==> config.mk <==
export PLATFORM = sky130hd
export DESIGN_NAME = req_dispatch8
export DESIGN_NICKNAME = d
export VERILOG_FILES = /design/src/rtl/req_dispatch_pkg.sv /design/src/rtl/pri_enc8.sv /design/src/rtl/req_dispatch8.sv
export SDC_FILE = /design/constraint.sdc
export NUM_CORES = 1
export LEC_CHECK = 0
export BUFFER_PORTS_ARGS = -buffer_cell sky130_fd_sc_hd__buf_4
export CAP_MARGIN = 25
export CORE_MARGIN = 2
export CORE_UTILIZATION = 42
export DETAILED_ROUTE_END_ITERATION = 12
export GPL_ROUTABILITY_DRIVEN = 0
export PLACE_DENSITY = 0.65
export SLEW_MARGIN = 0
export SYNTH_ARGS = -nofsm -noshare
export SYNTH_HDL_FRONTEND = slang
export SYNTH_HIERARCHICAL = 1
export SYNTH_SLANG_ARGS = --single-unit
==> constraint.sdc <==
create_clock -name clk -period 10.28 [get_ports clk]
set_clock_uncertainty 0.05 [all_clocks]
set_input_delay 0 -clock clk [delete_from_list [all_inputs] [get_ports clk]]
set_output_delay 0 -clock clk [all_outputs]
set_load 0.01 [all_outputs]
==> src/rtl/req_dispatch_pkg.sv <==
// Shared definitions for the req_dispatch8 capture-and-dispatch stage.
//   state_t    : FSM states (IDLE, GRANT)
//   NREQ       : number of request lines
//   CODE_W     : width of the granted-index code
//   popcount8  : number of set bits in an 8-bit vector (0..8)
package req_dispatch_pkg;

    localparam int NREQ   = 8;
    localparam int CODE_W = 3;

    typedef enum logic {
        IDLE,
        GRANT
    } state_t;

    function automatic logic [3:0] popcount8(input logic [7:0] v);
        logic [3:0] c;
        c = '0;
        for (int unsigned i = 0; i < NREQ; i++) begin
            c = c + {3'b000, v[i]};
        end
        return c;
    endfunction

endpackage

==> src/rtl/pri_enc8.sv <==
// 8-to-3 priority encoder, purely combinational.
//   vec  : input  [7:0] request vector, bit 7 highest priority
//   code : output [2:0] 7 - index of highest set bit (bit 7 -> 000, bit 0 -> 111);
//          000 when vec is zero (callers never use that case)
module pri_enc8
    import req_dispatch_pkg::*;
(
    input  logic [NREQ-1:0]   vec,
    output logic [CODE_W-1:0] code
);

    // Ascending scan: the last (highest) set bit seen wins.
    always_comb begin
        code = '0;
        for (int unsigned i = 0; i < NREQ; i++) begin
            if (vec[i]) begin
                code = CODE_W'(NREQ - 1 - i);
            end
        end
    end

endmodule

==> src/rtl/req_dispatch8.sv <==
// Capture-and-dispatch stage for eight request lines.
// Request pulses latch into a sticky pending vector; the highest-priority
// pending request is presented as a 3-bit code with a valid/ack handshake,
// and its bit is cleared on acknowledge. Requests arriving on a line that is
// already pending (and not being cleared this cycle) are counted as dropped.
//   clk      : input          rising-edge clock
//   rst      : input          asynchronous active-high reset
//   req      : input  [7:0]   request pulses, bit 7 highest priority
//   ack      : input          consumer accepts the presented code (while valid)
//   valid    : output         code holds a granted request
//   code     : output [2:0]   granted index, bit 7 -> 000 ... bit 0 -> 111
//   pending  : output [7:0]   sticky pending vector
//   drop_cnt : output [DROP_W-1:0] saturating dropped-request count
module req_dispatch8
    import req_dispatch_pkg::*;
#(
    parameter int DROP_W = 8
) (
    input  logic              clk,
    input  logic              rst,
    input  logic [NREQ-1:0]   req,
    input  logic              ack,
    output logic              valid,
    output logic [CODE_W-1:0] code,
    output logic [NREQ-1:0]   pending,
    output logic [DROP_W-1:0] drop_cnt
);

    localparam logic [DROP_W-1:0] DROP_MAX = '1;

    state_t            state;
    state_t            state_next;
    logic [NREQ-1:0]   clr;
    logic [CODE_W-1:0] enc_code;
    logic [3:0]        drops;
    logic [DROP_W+3:0] drop_sum;

    pri_enc8 u_enc (
        .vec  (pending),
        .code (enc_code)
    );

    // Code 0 maps to bit 7, so the one-hot clear is a right shift of the MSB.
    always_comb begin
        clr = '0;
        if (state == GRANT && ack) begin
            clr = 8'h80 >> code;
        end
    end

    assign drops    = popcount8(req & pending & ~clr);
    assign drop_sum = {4'b0000, drop_cnt} + {{DROP_W{1'b0}}, drops};

    // Pending register: set wins over clear on the same bit.
    always_ff @(posedge clk or posedge rst) begin
        if (rst) begin
            pending <= '0;
        end else begin
            pending <= (pending & ~clr) | req;
        end
    end

    // Dropped-request counter, sum computed 4 bits wider so saturation is exact.
    always_ff @(posedge clk or posedge rst) begin
        if (rst) begin
            drop_cnt <= '0;
        end else if (drop_sum > {4'b0000, DROP_MAX}) begin
            drop_cnt <= DROP_MAX;
        end else begin
            drop_cnt <= drop_sum[DROP_W-1:0];
        end
    end

    // Code register: loaded only when leaving IDLE, frozen through GRANT,
    // holds its last value afterwards.
    always_ff @(posedge clk or posedge rst) begin
        if (rst) begin
            code <= '0;
        end else if (state == IDLE && pending != '0) begin
            code <= enc_code;
        end
    end

    always_ff @(posedge clk or posedge rst) begin
        if (rst) begin
            state <= IDLE;
        end else begin
            state <= state_next;
        end
    end

    always_comb begin
        state_next = state;
        valid      = 1'b0;
        case (state)
            IDLE: begin
                if (pending != '0) begin
                    state_next = GRANT;
                end
            end
            GRANT: begin
                valid = 1'b1;
                if (ack) begin
                    state_next = IDLE;
                end
            end
            default: state_next = IDLE;
        endcase
    end

endmodule
# Word-level counts from Yosys, hierarchy flattened
# Cells that the tools add are included.
[op_classes]
add_sub_neg = 8
mul = 0
div = 0
n_lt_le_gt_ge = 1
n_eq_ne = 0
shift = 1
mux = 14
bitwise_logic = 6
reduce_logical = 3
[op_table]
columns = ["operator", "n"]
rows = [
  ["$and 8x8->8", 3],
  ["$mux 3", 8],
  ["$add 4x1->4", 4],
  ["$mux 8", 2],
  ["$add 8x4->9", 1],
  ["$gt 9x8->1 const B", 1],
  ["$not 8->8", 1],
  ["$or 8x8->8", 1],
  ["$reduce_bool 8->1", 1],
  ["$shr 8x3->8 const A", 1],
  ["$add 3x1->4", 1],
  ["$add 2x1->3", 1],
  ["$mux 1", 3],
  ["$add 1x1->2", 1],
  ["$logic_and 1x1->1", 2],
  ["$pmux 1 s2", 1],
  ["$not 1->1", 1],
]
[word_totals]
ff_bits = 20
latchBits = 0
mem_bits_rw = 0
romBits = 0
in_bits = 11
out_inout_bits = 20
wordCells = 37
memories = 0

# Depth between registers and ports, before layout
[depth]
ltp_word = 14
mapped_depth = 15
mapped_depth_nobuf = 15

# Modules after synthesis
# Netlist, hierarchy kept.
[modules_own_cells]
columns = ["module", "n_inst", "cells_per_inst", "area_each_um2", "seq_area_each_um2"]
rows = [
  ["req_dispatch8", 1, 118, 1158.6, 500.5],
  ["pri_enc8", 1, 12, 83.8, 0.0],
]

# Worst setup path after synthesis
# OpenSTA, ideal clock, no wires.
[synth_path]
kind = "reg-to-reg"
startpoint = "register code[1]"
endpoint = "register drop_cnt[6]"
setup_ps = 131
arrival_ps = 3846
required_ps = 10099
slack_ps = 6254
stages_incl_launch_ff = 16
path_buffers = 0
period_less_slack_ps = 4026
path_cell_list = "dfrtp_1 nand3b_1 o21ai_0 nor2_1 fa_1 inv_1 fa_1 inv_1 fa_1 fa_1 inv_1 fa_1 nand2b_1 a21oi_2 and4b_1 a21oi_1"
[synth_via]
elab_chain_cells = 14
[synth_rtl]
columns = ["element", "line", "text"]
rows = [
  ["start, declared", "req_dispatch8.sv:24", "output logic [CODE_W-1:0] code,"],
  ["start signal, assigned", "req_dispatch8.sv:80", "code <= enc_code;"],
  ["$shr 8x3->8 (*)", "req_dispatch8.sv:47", "clr = 8'h80 >> code;"],
  ["$mux 8 (*)", "req_dispatch8.sv:46", "if (state == GRANT && ack) begin"],
  ["$not 8->8 (*)", "req_dispatch8.sv:51", "assign drops = popcount8(req & pending & ~clr);"],
  ["$and 8x8->8 (*)", "req_dispatch8.sv:51", ""],
  ["$add 1x1->2", "req_dispatch_pkg.sv:20", "c = c + {3'b000, v[i]};"],
  ["$add 2x1->3", "req_dispatch_pkg.sv:20", ""],
  ["$add 3x1->4", "req_dispatch_pkg.sv:20", ""],
  ["$add 4x1->4 (3 in series)", "req_dispatch_pkg.sv:20", ""],
  ["$add 4x1->4 (*)", "req_dispatch_pkg.sv:20", ""],
  ["$add 8x4->9 (*)", "req_dispatch8.sv:52", "assign drop_sum = {4'b0000, drop_cnt} + {{DROP_W{1'b0}}, drops};"],
  ["$gt 9x8->1", "req_dispatch8.sv:67", "end else if (drop_sum > {4'b0000, DROP_MAX}) begin"],
  ["$mux 8 (*)", "req_dispatch8.sv:67", ""],
  ["end signal, assigned", "req_dispatch8.sv:70", "drop_cnt <= drop_sum[DROP_W-1:0];"],
  ["end, declared", "req_dispatch8.sv:26", "output logic [DROP_W-1:0] drop_cnt"],
]
# Every way passes the cells marked *; elsewhere a longest branch is shown, timed or not.
# A chain may end at the register's enable or synchronous reset.

# Worst setup path in the final report
[layout_path]
startpoint = "register code[1]"
endpoint = "register drop_cnt[5]"
# The elaborated chain is that of the path after synthesis.

==> metrics.md <==
| Metric | Value |
|---|---|
| Maximum fanout encountered on the critical timing path | 7 |
| Synthesis-to-layout area growth | 33.2% |
| Required @ worst endpoint | 10450 ps |
| CTS-repair resized insts | 0 |
| PD cells | 249 mW/mm^2 |
| Effective utilization at floorplan | 44.7% |
| Synthesized netlist cell count | 130 |
| Per-cell routed wire length | 13.2 um |
| CORE AREA | 0.00278 mm^2 |
| Tcrit/Tclk final | 42.0% |
| WS Path Type | flop to flop |
| Largest family of logic cells by synthesized area | simple AND/OR/NAND/NOR gates |
| XOR/XNOR share of the synthesized area | 1.41% |
| H-Tree Level Count | 1 |
| Power consumption | 413 uW |
| Area used by multi-input combinational logic | 678 um^2 |
| Clock transition at the registers of the reported paths | 110 ps |
| Post-synthesis register bit count | 20 |
| Number of antenna diodes | 0 |
| Dominant register cell in the synthesized netlist | dfrtp_1 |
| Tightest slew margin relative to the limit | 49.7% |
| Die height | 58.4 um |
| Number of clock sinks | 20 |
| Time the worst path needs with I/O delays and setup | 4320 ps |
| Root buffer selected by CTS | clkbuf_4 |
| Number of DRC markers in iteration 0 | 31 |
| Multiplexer area fraction after synthesis | 2.72% |
| Compound-gate portion of the synthesized area | 15.7% |
| Number of setup buffers added after CTS | 0 |
| Count of flip-flops with a built-in enable after synthesis | 0 |
| Fillcell total | 246 |
| Antenna violations before repair | 0 |
| Routed wire length | 2.69 mm |
| Proportion of register bits with asynchronous set or reset after synthesis | 100% |
| Remaining design rule violation count | 0 |
| FF/Latch Area | 500 um^2 |
| Number of nets in the layout | 196 |
| Type of the worst min-delay path | input pin to asynchronous set/reset pin |
| Adder and majority gate portion of the synthesized area | 14.1% |
| Largest net degree at the start of global routing | 21 |
| Critical Path AT | 4490 ps |
| Worst IR Drop VDD | 0.238 mV |
| Vias in the first global route | 1088 |
| Total of max-cap violations | 0 |
| Max-slew violations | 0 |
| Worst slew pin tran | 753 ps |
| Net count after synthesis | 152 |
| Area enclosed by the die boundary | 0.00341 mm^2 |
| ANT nets after route | 0 |
| Sequential area share after synthesis | 40.3% |
| Clock tree from TritonCTS | yes |
| Horizontal extent of the die | 58.4 um |
| Congestion Overflow GR | 0 |
| Simple-gate area share of the yosys netlist | 20.6% |
| Latest clock arrival within the worst-skew pair | 310 ps |
| Layout cell share with drive strength beyond 1 | 23.1% |
| Count of warnings emitted by yosys | 6 |
| Final count of hold timing violations | 0 |
| DR vias/cell | 5.40 |
| Detailed-routing iteration count for the pre-antenna-repair pass | 4 |
| Reg2reg path depth | 15 |
| Total clock buffers created by CTS | 3 |
| Area of the mapped netlist | 0.00124 mm^2 |
| Leakage power total | 0.769 nW |
| Final HPWL DP | 2.10 mm |
| Number of placement rows | 19 |
| Number of endpoints failing setup at the final stage | 0 |
| Total number of vias | 1102 |
| Syn avg cell area | 9.56 um^2 |
| Input/output buffers | 30 |
| Total track usage | 18.0% |
| Number of different library cells in the post-synthesis netlist | 36 |
| Result of the run | complete, no violations |
| Endpoint type of the worst setup path | flop |
| Io pins | 31 |
| Maximum buffer depth of the clock tree | 2 |
| Total Negative Setup Slacks | 0 ps |
| Sort of element at the start of the critical path | flop |
| First-pass GRT wire length | 4.69 mm |
| RSZ-0062 raised after global routing | no |
| Achievable frequency | 0.232 GHz |
==> kinds of logic after synthesis <==
| family | after synthesis |
|---|---|
| XOR/XNOR | 2 |
| adder cells (fa/ha/maj) | 11 |
| multiplexers | 3 |
| AND/OR/NAND/NOR | 47 |
| AO/OA/AOI/OAI | 30 |
| flip-flops | 20 |
| buffers and inverters | 17 |
==> final timing paths <==
kind | from | endpoint | slack [ps]
setup / recovery | code[1] | drop_cnt[5] | 5960
hold / removal | rst | drop_cnt[5] | 330
setup reg to reg | code[1] | drop_cnt[5] | 5960
hold reg to reg | state | state | 500
max in group asynchronous | rst | pending[6] | 9380
min in group clk | ack | state | 370
==> through the flow <==
stage / util (%) / std cells / setup WS, ps / instance area [um^2] / hold slack [ps]
2_1_floorplan: - / 130 / 6250 / 1240 / -86.2
3_3_place_gp: 54.0 / 190 / 6050 / 1500 / 119
3_5_place_dp: 54.0 / 190 / 5980 / 1500 / 130
4_1_cts: 59.5 / 204 / 5950 / 1660 / 343
5_1_grt: 59.5 / 204 / 5600 / 1660 / 343
6_report: 59.5 / 204 / 5960 / 1660 / 335
==> cell usage after synthesis (2+ instances only) <==
cell      instances  area [um^2]
dfrtp_1          20          500
mux2_1            3         33.8
inv_1            16         60.1
a21oi_1          10         50.1
nand2_1          11         41.3
o31ai_1           2         15.0
nand3_1           2         10.0
nor2_1           15         56.3
a31oi_1           2         12.5
o21ai_0           6         30.0
a211oi_1          2         15.0
nor3b_1           2         15.0
nand2b_1          6         37.5
ha_1              6         75.1
fa_1              5          100
nand4_1           2         12.5
==> per-layer routing <==
metal	global-route usage [%]	share of wire, %
met4	5.98	1.2
met1	21.2	42
met2	32.1	51
met5	0	0
met3	4.18	5.5
==> state kept, by name, indices dropped and copies added, names as in the netlist <==
name and count:
code 3, state 1, drop_cnt 8, pending 8
==> worst max-delay path: stages (launching register included) <==
cell	delay [ps]
dfrtp_1	410
nand3b_1	260
o21ai_0	280
nor2_1	80
fa_1	480
inv_1	60
fa_1	530
inv_1	60
fa_1	560
fa_1	230
inv_1	60
fa_1	390
nand2b_1	180
a21oi_2	260
a21boi_0	140
a21oi_1	210
==> layout make-up <==
class	instances	area share (%)
timing repair buffer	40	19.7
clock inverter	1	1.81
sequential	20	30.2
tap	31	2.34
inverter	16	3.63
clock buffer	3	1.36
multi-input combinational	93	41.0
==> cell usage in the layout, fill, tap and decap left out, types with 6 or more instances in the layout <==
cell / netlist / layout
nand2b_1: 6 / 6
dlygate4sd3_1: 0 / 10
nand2_1: 11 / 11
inv_1: 16 / 16
buf_4: 0 / 30
a21oi_1: 10 / 10
o21ai_0: 6 / 6
nor2_1: 15 / 15
ha_1: 6 / 6
dfrtp_1: 20 / 20
==> report_power, final <==
group	switching, mW	internal (mW)	total (mW)
Clock	0.0245	0.0394	0.0640
Combinational	0.121	0.108	0.229
Sequential	0.0215	0.0984	0.120
Total	0.167	0.246	0.413
==> what timing repair did <==
item / CTS / global route
endpoints found under the setup margin: 0 / 0
hold buffers: 10 / 0
hold endpoints to repair: 29 / 0
(Power assumes the default switching activity.)
